--- config.mk ---
export PLATFORM = sky130hd
export DESIGN_NAME = vedic_mult_pipe
export DESIGN_NICKNAME = d
export VERILOG_FILES = /design/src/rtl/vedic_mult_pipe.sv
export SDC_FILE = /design/constraint.sdc
export NUM_CORES = 2
export LEC_CHECK = 0
export ABC_AREA = 1
export BUFFER_PORTS_ARGS = -buffer_cell sky130_fd_sc_hd__clkbuf_2
export CAP_MARGIN = 20
export CORE_MARGIN = 2
export CORE_UTILIZATION = 40
export DETAILED_ROUTE_END_ITERATION = 10
export PLACE_DENSITY = 0.63
export RECOVER_POWER = 100
export SYNTH_ARGS = -nofsm -noshare
export SYNTH_HDL_FRONTEND = slang
export SYNTH_SLANG_ARGS = --single-unit
--- constraint.sdc ---
create_clock -name clk -period 80.4 [get_ports clk]
set_clock_uncertainty 0.05 [all_clocks]
set_input_delay 24.12 -clock clk [delete_from_list [all_inputs] [get_ports clk]]
set_output_delay 24.12 -clock clk [all_outputs]
set_load 0.01 [all_outputs]
--- src/rtl/vedic_mult_pipe.sv ---
// Pipelined signed/unsigned Urdhva-Tiryagbhyam multiplier with valid/ready on both sides.
// Stage 1 registers operand magnitudes and the product sign. Stage 2 forms the 2x2
// crosswise products and the first merge. Every later stage merges one more Vedic level.
// The final stage performs the last merge and restores the sign.
// Optional feature: define VEDIC_FLUSH_EN to add a synchronous 'flush' input that
// drops every in-flight product.
// WIDTH must be a power of two between 4 and 64.

module vedic_mult_pipe #(
  parameter int unsigned WIDTH = 32
) (
  input  logic               clk,
  input  logic               rst,
  input  logic               in_valid,
  output logic               in_ready,
  input  logic               in_signed,
  input  logic [WIDTH-1:0]   a,
  input  logic [WIDTH-1:0]   b,
  output logic               out_valid,
  input  logic               out_ready,
`ifdef VEDIC_FLUSH_EN
  input  logic               flush,
`endif
  output logic [2*WIDTH-1:0] out,
  output logic               out_signed
);

  localparam int unsigned LAT = $clog2(WIDTH);
  // Registered intermediate levels 2..LAT-1 are packed back to back in one vector.
  // Their total size is W^2 - 4W bits. The vector is 1 bit wide when no such level exists.
  localparam int unsigned PP_W = (LAT > 2) ? (WIDTH * WIDTH - 4 * WIDTH) : 1;

  // Bit offset of level k, which holds 2^k x 2^k products, inside pp_q/pp_d.
  function automatic int unsigned lvl_off(input int unsigned k);
    return WIDTH * WIDTH - ((WIDTH * WIDTH) >> (k - 2));
  endfunction

  // Total width of level k: (W/2^k)^2 products of 2^(k+1) bits each.
  function automatic int unsigned lvl_w(input int unsigned k);
    return (2 * WIDTH * WIDTH) >> k;
  endfunction

  // 2x2 vertical-and-crosswise product built from half adders.
  function automatic logic [3:0] vedic2x2(input logic [1:0] x, input logic [1:0] y);
    logic       cross_c;
    logic [3:0] p;
    p[0]    = x[0] & y[0];
    p[1]    = (x[1] & y[0]) ^ (x[0] & y[1]);
    cross_c = x[1] & y[0] & x[0] & y[1];
    p[2]    = (x[1] & y[1]) ^ cross_c;
    p[3]    = x[1] & y[1] & cross_c;
    return p;
  endfunction

  logic                   do_flush;
  logic                   adv;
  logic                   accept;
  logic [WIDTH-1:0]       mag_a_d, mag_b_d;
  logic [WIDTH-1:0]       mag_a_q, mag_b_q;
  logic                   neg_d;
  logic [LAT:1]           vld_q;
  logic [LAT:1]           sgn_q;
  logic [LAT-1:1]         neg_q;
  logic [WIDTH*WIDTH-1:0] lvl1;
  logic [PP_W-1:0]        pp_d, pp_q;
  logic [2*WIDTH-1:0]     top;
  logic [2*WIDTH-1:0]     out_d, out_q;

`ifdef VEDIC_FLUSH_EN
  assign do_flush = flush;
`else
  assign do_flush = 1'b0;
`endif

  // Handshake and stage-1 operand conditioning.
  always_comb begin
    adv      = !vld_q[LAT] | out_ready;
    in_ready = adv & !do_flush;
    accept   = in_valid & in_ready;
    // The magnitude of -2^(W-1) is 2^(W-1), which still fits in W unsigned bits.
    mag_a_d  = (in_signed && a[WIDTH-1]) ? -a : a;
    mag_b_d  = (in_signed && b[WIDTH-1]) ? -b : b;
    neg_d    = in_signed & (a[WIDTH-1] ^ b[WIDTH-1]);
  end

  // Level 1: all 2x2 digit products of the registered magnitudes.
  for (genvar i = 0; i < WIDTH / 2; i++) begin : g_base_i
    for (genvar j = 0; j < WIDTH / 2; j++) begin : g_base_j
      assign lvl1[(i * (WIDTH / 2) + j) * 4 +: 4] =
          vedic2x2(mag_a_q[2 * i +: 2], mag_b_q[2 * j +: 2]);
    end
  end

  // Level k merges four half-size products into each 2^k x 2^k product:
  // {hh, ll} + (hl + lh) << half.
  for (genvar k = 2; k <= LAT; k++) begin : g_lvl
    localparam int unsigned N  = 1 << k;
    localparam int unsigned H  = N / 2;
    localparam int unsigned M  = WIDTH / N;
    localparam int unsigned SM = 2 * M;

    logic [SM*SM*N-1:0] src;
    logic [M*M*2*N-1:0] res;

    if (k == 2) begin : g_src_base
      assign src = lvl1;
    end else begin : g_src_reg
      localparam int unsigned SRC_OFF = lvl_off(k - 1);
      assign src = pp_q[SRC_OFF +: lvl_w(k - 1)];
    end

    for (genvar i = 0; i < M; i++) begin : g_blk_i
      for (genvar j = 0; j < M; j++) begin : g_blk_j
        logic [N-1:0] hh, hl, lh, ll;
        assign hh = src[((2 * i + 1) * SM + 2 * j + 1) * N +: N];
        assign hl = src[((2 * i + 1) * SM + 2 * j) * N +: N];
        assign lh = src[((2 * i) * SM + 2 * j + 1) * N +: N];
        assign ll = src[((2 * i) * SM + 2 * j) * N +: N];
        assign res[(i * M + j) * 2 * N +: 2 * N] =
            {hh, ll} + ({{(N - 1){1'b0}}, ({1'b0, hl} + {1'b0, lh})} << H);
      end
    end

    if (k < LAT) begin : g_mid
      assign pp_d[lvl_off(k) +: lvl_w(k)] = res;
    end else begin : g_last
      assign top = res;
    end
  end

  if (LAT == 2) begin : g_no_mid
    assign pp_d = '0;
  end

  // Final stage restores the sign. Negating zero yields zero, so no negative zero is produced.
  always_comb begin
    out_d = neg_q[LAT-1] ? -top : top;
  end

  // Pipeline registers: a flush drops every valid bit, and a stall freezes everything.
  always_ff @(posedge clk or posedge rst) begin
    if (rst) begin
      vld_q   <= '0;
      sgn_q   <= '0;
      neg_q   <= '0;
      mag_a_q <= '0;
      mag_b_q <= '0;
      pp_q    <= '0;
      out_q   <= '0;
    end else if (do_flush) begin
      vld_q <= '0;
    end else if (adv) begin
      vld_q    <= {vld_q[LAT-1:1], accept};
      sgn_q    <= {sgn_q[LAT-1:1], in_signed};
      neg_q[1] <= neg_d;
      for (int unsigned s = 2; s < LAT; s++) begin
        neg_q[s] <= neg_q[s-1];
      end
      mag_a_q <= mag_a_d;
      mag_b_q <= mag_b_d;
      pp_q    <= pp_d;
      out_q   <= out_d;
    end
  end

  assign out_valid  = vld_q[LAT];
  assign out_signed = sgn_q[LAT];
  assign out        = out_q;

endmodule
* After elaboration in Yosys (flattened, before gate mapping)
Cells that the tools add are included.
** Word-level totals
- Register bits after elaboration :: 1038
- Bits of input ports :: 69
- Output and inout bits :: 67
- Word-level logic and storage cells :: 2494
** Operators by class
- Add/subtract/negate cells :: 173
- Mux-type cells :: 3
- Bitwise operators :: 2308
- Reduce and logical (&&, ||, !) cells :: 3
** Operators with widths (count)
- 1-bit AND :: 1794
- 1-bit bitwise XOR :: 513
- 8-bit by 7-bit adder with 8-bit output :: 64
- 4-bit by 4-bit adder with 5-bit output :: 64
- 16-bit by 13-bit adder with 16-bit output :: 16
- 8-bit by 8-bit adder with 9-bit output :: 16
- 32-bit by 25-bit adder with 32-bit output :: 4
- 16-bit by 16-bit adder with 17-bit output :: 4
- 64-bit by 49-bit adder with 64-bit output :: 1
- 32-bit 2-to-1 mux :: 2
- 64-bit 2-to-1 mux :: 1
- 32-bit negator :: 2
- 64-bit negator :: 1
- 32-bit by 32-bit adder with 33-bit output :: 1
- 1-bit logical AND :: 2
- 1-bit logical NOT :: 1
- 1-bit bitwise OR :: 1

* Logic depth before layout (Yosys ltp)
- Depth in word-level cells :: 6
- Mapped depth :: 37
- Depth with buffers taken out :: 37

* Worst setup path after synthesis
Ideal clock, no wire load.
- Path type :: input-to-output
- Start point :: input port out_ready
- End point :: output port in_ready
- Data arrival time :: 24942 ps
- Setup slack :: 31288 ps
- Stages :: 4
- Cell sequence :: nor2_1 -> inv_2 -> clkbuf_1 -> clkbuf_1
** Between the ends
- Cells in the longest elaborated chain, start to end :: 1
** Ends and longest elaborated chain
- from (decl) :: line 20 : input logic out_ready,
- 1-bit bitwise OR :: line 77 : adv = !vld_q[LAT] | out_ready;
- to (decl) :: line 15 : output logic in_ready,
Every way passes these cells.

* Worst setup path after layout
Ends and elaborated chain as after synthesis.

==> impl_metrics.tcl <==
set metrics [dict create \
    rr_worst_depth 8 \
    place_congestion 0.9158 \
    dieWidth_um 485.7 \
    final_max_slew_viol_count 3181 \
    fin_crit_ns 55.01 \
    cap_violations 35 \
    grt_pass1_wl_mm 418.6 \
    nets 14208 \
    avgViaCountPerCell 5.072 \
    grt.overflow.total 0 \
    synth_edf_count 0 \
    grt_start_max_net_pins 205 \
    synthArstFlopShare_pct 100.0 \
    fmax_mhz 18.18 \
    syn_avg_cell_area_um2 7.270 \
    core_um2 230300 \
    fp.dieArea_um2 235900 \
    cts_tree "yes" \
    synth_fp_nets 14313 \
    postCtsSetupRepairBufs 0 \
    worst_ep_arrival_time_ns 30.84 \
    worstPathMaxFanout 97 \
    drc 0 \
    crit_path_end_kind "primary output" \
    fin_util_pct 43.65 \
    crit_start "out_ready" \
    wl_mm 262.9 \
    max-slew-margin-rel_pct -489.6 \
    drt_iter0_markers 5635 \
    r2r_end "pp_q[487]" \
    finalHoldViolations 0 \
    synth_area_um2 92830 \
    fin_ws_ns 25.39 \
    ctsHtreeMaxLevel 4 \
    first_global_vias 74900 \
    netlist.area_leader.share_pct 27.98 \
    violations "max-capacitance violations, max-slew violations" \
    crit_type "input pin to primary output" \
    ys_ff_latch 1038 \
    areaGrowthSynthToFinish_pct 8.319 \
    cts_sinks 1038 \
    die_h_um 485.7 \
    hp-start "pp_q[35]" \
    cts_buffers 131 \
    reg2reg_slack_ns 60.09 \
    drive_gt1_share_pct 3.724 \
    cp-endpoint "in_ready" \
    finalSetupViolCount 0 \
    cts.clk_slew.worst_paths_ns 0.06 \
    hp-class "flip-flop to flip-flop" \
    synth_flop_cell "dfrtp_1" \
    holdBufCountCts 0 \
    synth_warnings 0 \
    clk_latency_ns 0.79 \
    r2r_start "vld_q[5]" \
    status "finished, violations left" \
    crit_required_ns 56.23 \
    antenna_found_initial 3 \
    syn_inst 12768 \
    final_cells 15784 \
    wl_per_cell_um 16.66 \
    clk_path_buf_depth 3 \
    start_kind "input pin" \
    seq_area_frac_synth_pct 27.98 \
    vias 80063 \
    place_ws_ns 30.76 \
    ctsResizeCount 0 \
    min_path_cells 2 \
    synthTopCellsByArea "dfrtp_1 28%, ha_1 18%, nand2_1 16%" \
    hpwl_mm 190.0 \
    setup_tns_ns 0 \
    antenna_left 0 \
    worst_pin_slew_ns 8.845 \
    first_pass_iters 6 \
    ys_types 57 \
    port_buffers 135 \
    post-route-period-util_pct 68.42 \
    num_io_pins 136 \
    placementRows 176 \
    dp_cells 15556 \
    start_util_pct 40.30 \
    rsz0062_at_grt "no" \
    grt_usage_pct 22.23 \
    yosys.area.top_type "dfrtp_1" \
    clockRootBuffer "clkbuf_16" \
]
## worst min path at each step
stage and to:
6_report pp_q[547], 5_1_grt vld_q[5], 4_1_cts pp_q[547], 3_5_place_dp pp_q[546], 3_3_place_gp pp_q[806], 2_1_floorplan vld_q[5]
## area by class of cell
class | count | area, um^2
antenna | 3 | 7.507
timing repair buffer | 245 | 1333
tap | 3026 | 3786
fill | 23575 | 129800
sequential | 1038 | 25990
clock buffer | 182 | 3825
inverter | 1394 | 5235
multi-input combinational | 9853 | 59800
clock inverter | 43 | 575.6
## flip-flops by register name (all words and copies together), names as in the netlist
register / flops
pp_q: 896
out: 64
mag_a_q: 32
mag_b_q: 32
sgn_q: 5
vld_q: 5
neg_q: 4
## critical path: stages
cell        delay, ns
clkbuf_1         0.10
nor2_4           0.09
clkbuf_1         1.70
clkinvlp_2       3.91
clkbuf_1         0.77
## layout by cell type (no fill, tap or decap), types with 26 or more instances in the layout
cell / synthesis / layout
nand3_1: 454 / 454
o21bai_1: 65 / 65
nand2_1: 3962 / 3962
o21ai_0: 823 / 832
nor2_1: 881 / 880
nand4_1: 70 / 70
clkbuf_16: 0 / 135
dfrtp_1: 1038 / 1026
fa_1: 170 / 170
xnor2_1: 128 / 128
buf_4: 1 / 75
o31ai_1: 106 / 106
ha_1: 1306 / 1306
clkbuf_2: 0 / 67
clkbuf_1: 461 / 121
nor3_1: 134 / 134
nand2_2: 26 / 26
inv_1: 1379 / 1374
xor2_1: 642 / 642
clkbuf_8: 0 / 27
a21oi_1: 736 / 736
o21a_1: 50 / 50
a31oi_1: 82 / 82
## cells by family (layout without fill, tap and decap cells)
family	Yosys count	count (layout)	share of synthesized area (%)
AO/OA/AOI/OAI	1960	1960	11.51
adder cells (fa/ha/maj)	1476	1476	21.27
AND/OR/NAND/NOR	5647	5647	24.36
other	0	3	0
flip-flops	1038	1038	27.98
buffers and inverters	1877	1864	7.607
XOR/XNOR	770	770	7.265
## synth_stat cells (all sizes together), types with 9 or more instances
master	count
nor2	911
and2	24
xor2	642
xnor2	128
or2	28
o22ai	24
nand3	459
buf	22
a31oi	82
a21oi	737
dfrtp	1038
nand3b	9
a22o	17
nand2	3995
clkbuf	461
o21ai	844
fa	170
o21a	50
ha	1306
o21bai	65
nor3	137
inv	1388
o31ai	106
nand4	70
## through the flow
step | hold WS [ns] | area [um^2]
6_report | 0.4053 | 100600
5_1_grt | 0.4330 | 100500
4_1_cts | 0.4085 | 100800
3_5_place_dp | 0.3997 | 96430
3_3_place_gp | 0.3992 | 96370
2_1_floorplan | 0.3698 | 92830
## layer usage
metal / track usage (%) / vias up / part of all wire (%)
met2: 34.18 / 1665 / 42
met3: 2.470 / 297 / 5.4
met5: 0 / - / 0
met4: 6.036 / 0 / 2.6
met1: 32.83 / 37022 / 50
li1: - / 41079 / -
Power is left out: the tool's default activity adds up to more than one toggle a clock period on the data nets, which glitch-free logic cannot reach.
